**config.mk**
```make
export PLATFORM = sky130hd
export DESIGN_NAME = tone_generator
export DESIGN_NICKNAME = d
export VERILOG_FILES = /design/src/rtl/tone_generator.sv
export SDC_FILE = /design/constraint.sdc
export NUM_CORES = 1
export LEC_CHECK = 0
export CORE_MARGIN = 1.5
export CORE_UTILIZATION = 40
export DETAILED_ROUTE_END_ITERATION = 7
export PLACE_DENSITY = 0.6
export SETUP_SLACK_MARGIN = 0.3
export SYNTH_ARGS = -nofsm -noshare
export SYNTH_HDL_FRONTEND = slang
export SYNTH_SLANG_ARGS = --single-unit
```
**constraint.sdc**
```tcl
create_clock -name clk -period 13.1 [get_ports clk]
set_input_delay 1.31 -clock clk [delete_from_list [all_inputs] [get_ports clk]]
set_output_delay 1.31 -clock clk [all_outputs]
set_load 0.01 [all_outputs]
```
**src/rtl/tone_generator.sv**
```systemverilog
// rtl/tone_generator.sv - square-wave tone generator with envelope FSM; ramps enabled by macro TONE_ENVELOPE_EN
module tone_generator #(
  parameter int PHASE_K      = 350,
  parameter int ATTACK_STEP  = 16,
  parameter int RELEASE_STEP = 8
) (
  input  logic        clk,
  input  logic        reset,
  input  logic [15:0] frequency,
  input  logic        gate,
  input  logic        sample_req,
  output logic [23:0] sample,
  output logic        sample_valid,
  output logic        active,
  output logic [7:0]  env_level
);

  typedef enum logic [1:0] {IDLE, ATTACK, SUSTAIN, RELEASE} state_t;

  state_t      state_q, state_d;
  logic [7:0]  env_q, env_d;
  logic [23:0] phase_q, phase_d;
  logic [23:0] sample_q, sample_d;
  logic        sample_valid_q;

  logic [23:0] inc;
  logic [31:0] env_up_w;
  logic [7:0]  env_up;
  logic [7:0]  env_dn;
  logic [23:0] mag;

  // Phase increment: a 24-bit-wide product keeps exactly the low 24 bits of the full product
  assign inc = 24'(frequency) * 24'(PHASE_K);

  // Saturating envelope ramps and the square-wave magnitude of the current envelope
  always_comb begin
    env_up_w = {24'd0, env_q} + 32'(ATTACK_STEP);
    env_up   = (env_up_w >= 32'd255) ? 8'hFF : env_up_w[7:0];
    env_dn   = ({24'd0, env_q} <= 32'(RELEASE_STEP)) ? 8'd0 : env_q - 8'(RELEASE_STEP);
    mag      = {1'b0, env_q, 15'd0};
  end

  // Next-state: everything advances only on a sample request, using pre-update phase/env for the output
  always_comb begin
    state_d  = state_q;
    env_d    = env_q;
    phase_d  = phase_q;
    sample_d = sample_q;
    if (sample_req) begin
      phase_d = (state_q == IDLE) ? 24'd0 : phase_q + inc;
      if (env_q == 8'd0 || frequency == 16'd0) begin
        sample_d = 24'd0;
      end else begin
        sample_d = phase_q[23] ? (24'd0 - mag) : mag;
      end
      case (state_q)
`ifdef TONE_ENVELOPE_EN
        IDLE: begin
          if (gate) begin
            state_d = ATTACK;
            env_d   = 8'd0;
          end
        end
        SUSTAIN: begin
          if (gate) begin
            env_d = 8'hFF;
          end else begin
            env_d   = env_dn;
            state_d = (env_dn == 8'd0) ? IDLE : RELEASE;
          end
        end
`else
        IDLE, SUSTAIN: begin
          state_d = gate ? SUSTAIN : IDLE;
          env_d   = gate ? 8'hFF : 8'd0;
        end
`endif
        // Ramp states; a gate change reverses direction from the current level
        default: begin
          if (gate) begin
            env_d   = env_up;
            state_d = (env_up == 8'hFF) ? SUSTAIN : ATTACK;
          end else begin
            env_d   = env_dn;
            state_d = (env_dn == 8'd0) ? IDLE : RELEASE;
          end
        end
      endcase
    end
  end

  // State and registered outputs; reset wins over a coincident request
  always_ff @(posedge clk) begin
    if (reset) begin
      state_q        <= IDLE;
      env_q          <= 8'd0;
      phase_q        <= 24'd0;
      sample_q       <= 24'd0;
      sample_valid_q <= 1'b0;
    end else begin
      state_q        <= state_d;
      env_q          <= env_d;
      phase_q        <= phase_d;
      sample_q       <= sample_d;
      sample_valid_q <= sample_req;
    end
  end

  assign sample       = sample_q;
  assign sample_valid = sample_valid_q;
  assign active       = (state_q != IDLE);
  assign env_level    = env_q;

endmodule
```
---- Word-level counts from Yosys, hierarchy flattened ----
Index checks and enable logic that the tools add are counted.
cells by class
  multiply operators ...................... 1
  bitwise operators ....................... 0
  equal/unequal tests ..................... 2
  reductions and logical operators ........ 7
  div/mod/pow operators ................... 0
  mux-type cells .......................... 13
  add/sub/neg operators ................... 4
  $lt $le $gt $ge ......................... 2
  shifts and indexed selects .............. 0
operator list
  cell                     count
  $mux W24                 3
  $mux W8                  5
  $add A24 B24 Y24         1
  $sub A1 B23 Y24 const A  1
  $mul A16 B8 Y23 const B  1
  $logic_not A16 Y1        1
  $logic_not A8 Y1         2
  $mux W2                  5
  $add A8 B5 Y9 const B    1
  $ge A9 B8 Y1 const B     1
  $eq A8 B8 Y1 const B     1
  $le A8 B4 Y1 const B     1
  $sub A8 B4 Y8 const B    1
  $eq A2 B2 Y1 const B     1
  $logic_not A2 Y1         1
  $reduce_bool A2 Y1       1
  $reduce_or A2 Y1         1
  $logic_or A1 B1 Y1       1
storage, ports and cells
  latch bits .............................. 0
  bits in writable memories ............... 0
  memory bits (read-only) ................. 0
  memories kept ........................... 0
  output and inout bits ................... 34
  register bits ........................... 59

---- Depth between registers and ports, before layout ----
  depth after elaboration ................. 7
  gate-level depth with buffers ........... 26
  depth with buffers taken out ............ 26

---- Worst setup path before layout ----
No wires, ideal clock.
  kind .................................... input -> register
  from .................................... in frequency[5]
  to ...................................... reg phase_q[23]
  data arrival time ....................... 6410 ps
  buffers on the path ..................... 0
  data required time ...................... 12975 ps
  stages .................................. 24
  slack ................................... 6566 ps
  path through ............................ ha_1 fa_1 fa_1 inv_1 fa_1 inv_1 ha_1 a21o_1 a21o_1 nor3_1 o21ai_1 a31oi_1 nor2b_1 o21ai_0 a211oi_1 ha_1 and4_4 and3_4 a2111oi_4 o21ai_2 a311oi_2 xnor2_1 xnor2_1 o21ai_1
on the way
  cells in the longest elaborated chain, start to end .. 3
RTL lines
  what                  line  RTL
  from (decl)           9     input logic [15:0] frequency,
  $mul A16 B8 Y23       33    assign inc = 24'(frequency) * 24'(PHASE_K);
  $add A24 B24 Y24      50    phase_d = (state_q == IDLE) ? 24'd0 : phase_q + inc;
  $mux W24              50
  to (signal assigned)  103   phase_q <= phase_d;
  to (decl)             22    logic [23:0] phase_q, phase_d;
No other way between the ends.
A chain may end at the register's enable or synchronous reset.

---- Worst setup path after layout ----
Same ends and word-level chain as after synthesis.

==> metrics.json <==
{
  "outcome": "finished, final reports clean",
  "setup_violations": 0,
  "yosys_register_bits": 43,
  "final_min_period_over_clock_period_pct": 55.75,
  "grt_pass1_vias": 4786,
  "worst_hold_path_type": "reg -> reg",
  "reg2reg_slack_ns": 10.47,
  "clk_pin_slew_worst_paths_ns": 0.06,
  "yosys-top-cells-area": "ha_1 (21%), fa_1 (17%), dfxtp_1 (14%)",
  "synth_edf_count": 0,
  "fmaxAchievable_mhz": 136.9,
  "ctsLongestPathBuffers": 2,
  "place_worst_setup_slack_ns": 5.495,
  "ios": 54,
  "initial_antenna_violation_count": 0,
  "cts-hold-fix-buffers": 0,
  "place.gp.congestion": 0.8741,
  "setup_tns_ns": 0,
  "n_fill_cell": 1466,
  "floorplan.die_area_mm2": 0.01622,
  "hold_path_startpoint": "phase_q[1]",
  "synth_cells": 728,
  "max_slew_margin_pct": 43.55,
  "dp_hpwl_um": 10750,
  "final_nets": 935,
  "grt_first_pass_wirelength_um": 22780,
  "drt-pass1-iter-count": 4,
  "critPathLaunchType": "input pin",
  "grt_max_degree": 35,
  "clkLatencyLatePin_ns": 0.28,
  "numClockSinks": 43,
  "area.growth.synth_to_final_pct": 10.16,
  "synth_area_mm2": 0.006185,
  "clockRootBuffer": "clkbuf_16",
  "avgSynthCellArea_um2": 8.495,
  "path_class": "in -> reg",
  "first_iter_violations": 199,
  "route.antenna.remaining_nets": 0,
  "timing.hold.worst_path_depth": 2,
  "layout_min_cycle_time_ns": 7.303,
  "n_antenna_cell": 0,
  "synth.largest_area_cell": "ha_1",
  "ffs_w_async_s_r_synth_pct": 0,
  "cap_violations": 0,
  "total_count_of_max_transition_violations_in_the_final_report": 0,
  "post_cts_resize_count": 0,
  "critical_path_arrival_ns": 7.46,
  "floorplan.die.width_um": 127.3,
  "synth.lib_cells_used.distinct": 66,
  "timing.final.ws_setup_ns": 5.797,
  "maximum_vdd_drop_v": 0.0001137,
  "yosys.area.top_type_share_pct": 21.44,
  "timing_hold_violations_final": 0,
  "vias_per_cell": 5.203,
  "fp-row-count": 45,
  "yosysSeqAreaShare_pct": 13.92,
  "dr_total_vias": 4906,
  "rr_endpoint": "phase_q[17]",
  "total_global_routing_overflow": 0,
  "drc": 0,
  "cts_tree": "done",
  "worstMarginPinSlew_ns": 0.8436,
  "post-cts-setup-buffer-count": 0,
  "route.detailed.wl_per_inst_um": 13.84,
  "post_route_skew_ns": 0.005053,
  "coreArea_mm2": 0.01515,
  "tritoncts.num_buffers": 5,
  "powerDensity_mw_per_mm2": 205.3,
  "drive_gt1_share_pct": 2.914,
  "cts-htree-levels": 2,
  "worstSetupEndpointType": "flip-flop",
  "crit_fanout": 7,
  "grt_usage_pct": 17.10,
  "count_of_input_and_output_buffers": 38,
  "min_delay_worst_endpoint": "phase_q[1]",
  "grt_setup_unrepaired": "no",
  "vert_die_dim_um": 127.3,
  "route.final.wire_length_um": 13050,
  "ff2ff_path_depth": 11,
  "yosys_most_used_dff": "dfxtp_1",
  "power.leakage_nw": 3.279,
  "regToRegStartpoint": "phase_q[1]",
  "initial_utilization_pct": 40.83,
  "yosys_warnings": 0,
  "required_ns": 13.26
}
-- cells in the final DEF, fill, tap and decap left out, types with 29 or more instances in the layout --
cell type	netlist	final
inv_1	132	132
nand2_1	43	43
xnor2_1	33	33
fa_1	53	53
nor2_1	46	46
dfxtp_1	43	43
o21ai_0	29	29
a21oi_1	36	36
ha_1	106	106
clkdlybuf4s50_1	0	38
-- final cells by class --
class                           count  area, um2  area share (%)
Tap cell                          188      235.2           3.453
Inverter                          134      503.0           7.383
Multi-Input combinational cell    532       4690           68.83
Clock buffer                        6      128.9           1.892
Timing Repair Buffer               40      395.4           5.803
Sequential cell                    43      860.8           12.64
-- through the flow --
stage / std cells / hold WS [ns] / instance area (um2) / power [mW] / utilization, %
3_5_place_dp: 937 / 0.4525 / 6684 / 1.278 / 44.13
5_1_grt: 943 / 0.4899 / 6813 / 1.563 / 44.98
4_1_cts: 943 / 0.4677 / 6813 / 1.406 / 44.98
2_1_floorplan: 742 / 0.4315 / 6237 / 1.067 / -
6_report: 943 / 0.4658 / 6813 / 1.399 / 44.98
3_3_place_gp: 937 / 0.4430 / 6684 / 1.260 / 44.13
-- sequential cells by signal, indices dropped and copies added, names as in the netlist --
register	flops
sample	9
sample_valid	1
phase_q	23
state_q	2
env_level	8
-- worst max-delay path, cell delays in order --
cell	delay, ns
clkdlybuf4s50_1	0.67
ha_1	0.32
fa_1	0.51
fa_1	0.55
inv_1	0.06
fa_1	0.53
inv_1	0.04
ha_1	0.35
a21o_1	0.19
a21o_1	0.21
nor3_1	0.15
o21ai_1	0.13
a31oi_1	0.30
nor2b_1	0.08
o21ai_0	0.15
a211oi_1	0.09
ha_1	0.35
and4_4	0.21
and3_4	0.19
a2111oi_4	0.35
o21ai_2	0.12
a311oi_2	0.24
xnor2_1	0.16
xnor2_1	0.14
o21ai_1	0.07
-- kinds of logic (layout without fill, tap and decap cells) --
logic type | Yosys count | in the layout | share of synthesized area (%)
AO/OA/AOI/OAI | 169 | 169 | 18.49
other | 1 | 15 | 0.06063
adder cells (fa/ha/maj) | 159 | 159 | 38.60
XOR/XNOR | 46 | 46 | 6.514
multiplexers | 4 | 4 | 0.6474
AND/OR/NAND/NOR | 139 | 139 | 10.66
buffers and inverters | 167 | 180 | 11.11
flip-flops | 43 | 43 | 13.92
-- worst max-delay path by stage --
stage / cells past startpoint / startpoint / to / slack [ns]
after floorplan: 24 / frequency[5] / phase_q[23] / 6.57
after global placement: 25 / frequency[5] / phase_q[23] / 5.66
after detailed placement: 25 / frequency[5] / phase_q[23] / 5.50
after CTS: 25 / frequency[5] / phase_q[23] / 5.79
after global routing: 25 / frequency[5] / phase_q[23] / 5.38
final: 25 / frequency[5] / phase_q[23] / 5.80
-- synthesized netlist by cell type (13+ instances only) --
library cell,instances
a22oi_1,15
nand2_1,43
fa_1,53
xnor2_1,33
buf_4,15
a211oi_1,13
a21o_1,14
o21ai_0,29
dfxtp_1,43
a21oi_1,36
inv_1,132
clkbuf_1,14
ha_1,106
nor2_1,46
xor2_1,13
-- power by group --
| group | internal [mW] | switching (mW) | total [mW] |
|---|---|---|---|
| logic | 0.486 | 0.640 | 1.13 |
| clock network | 0.0687 | 0.0497 | 0.118 |
| registers | 0.143 | 0.0107 | 0.154 |
| total | 0.698 | 0.701 | 1.40 |
-- metal layers --
layer  global-route usage (%)  routed length (um)  vias to the layer above
met5                        0                   0                        -
met3                    1.717                 317                        8
li1                         -                   -                     2478
met4                    2.741                  63                        0
met1                    24.03                6344                     2360
met2                    28.93                6321                       60
Power figures use the tool's default switching activity.
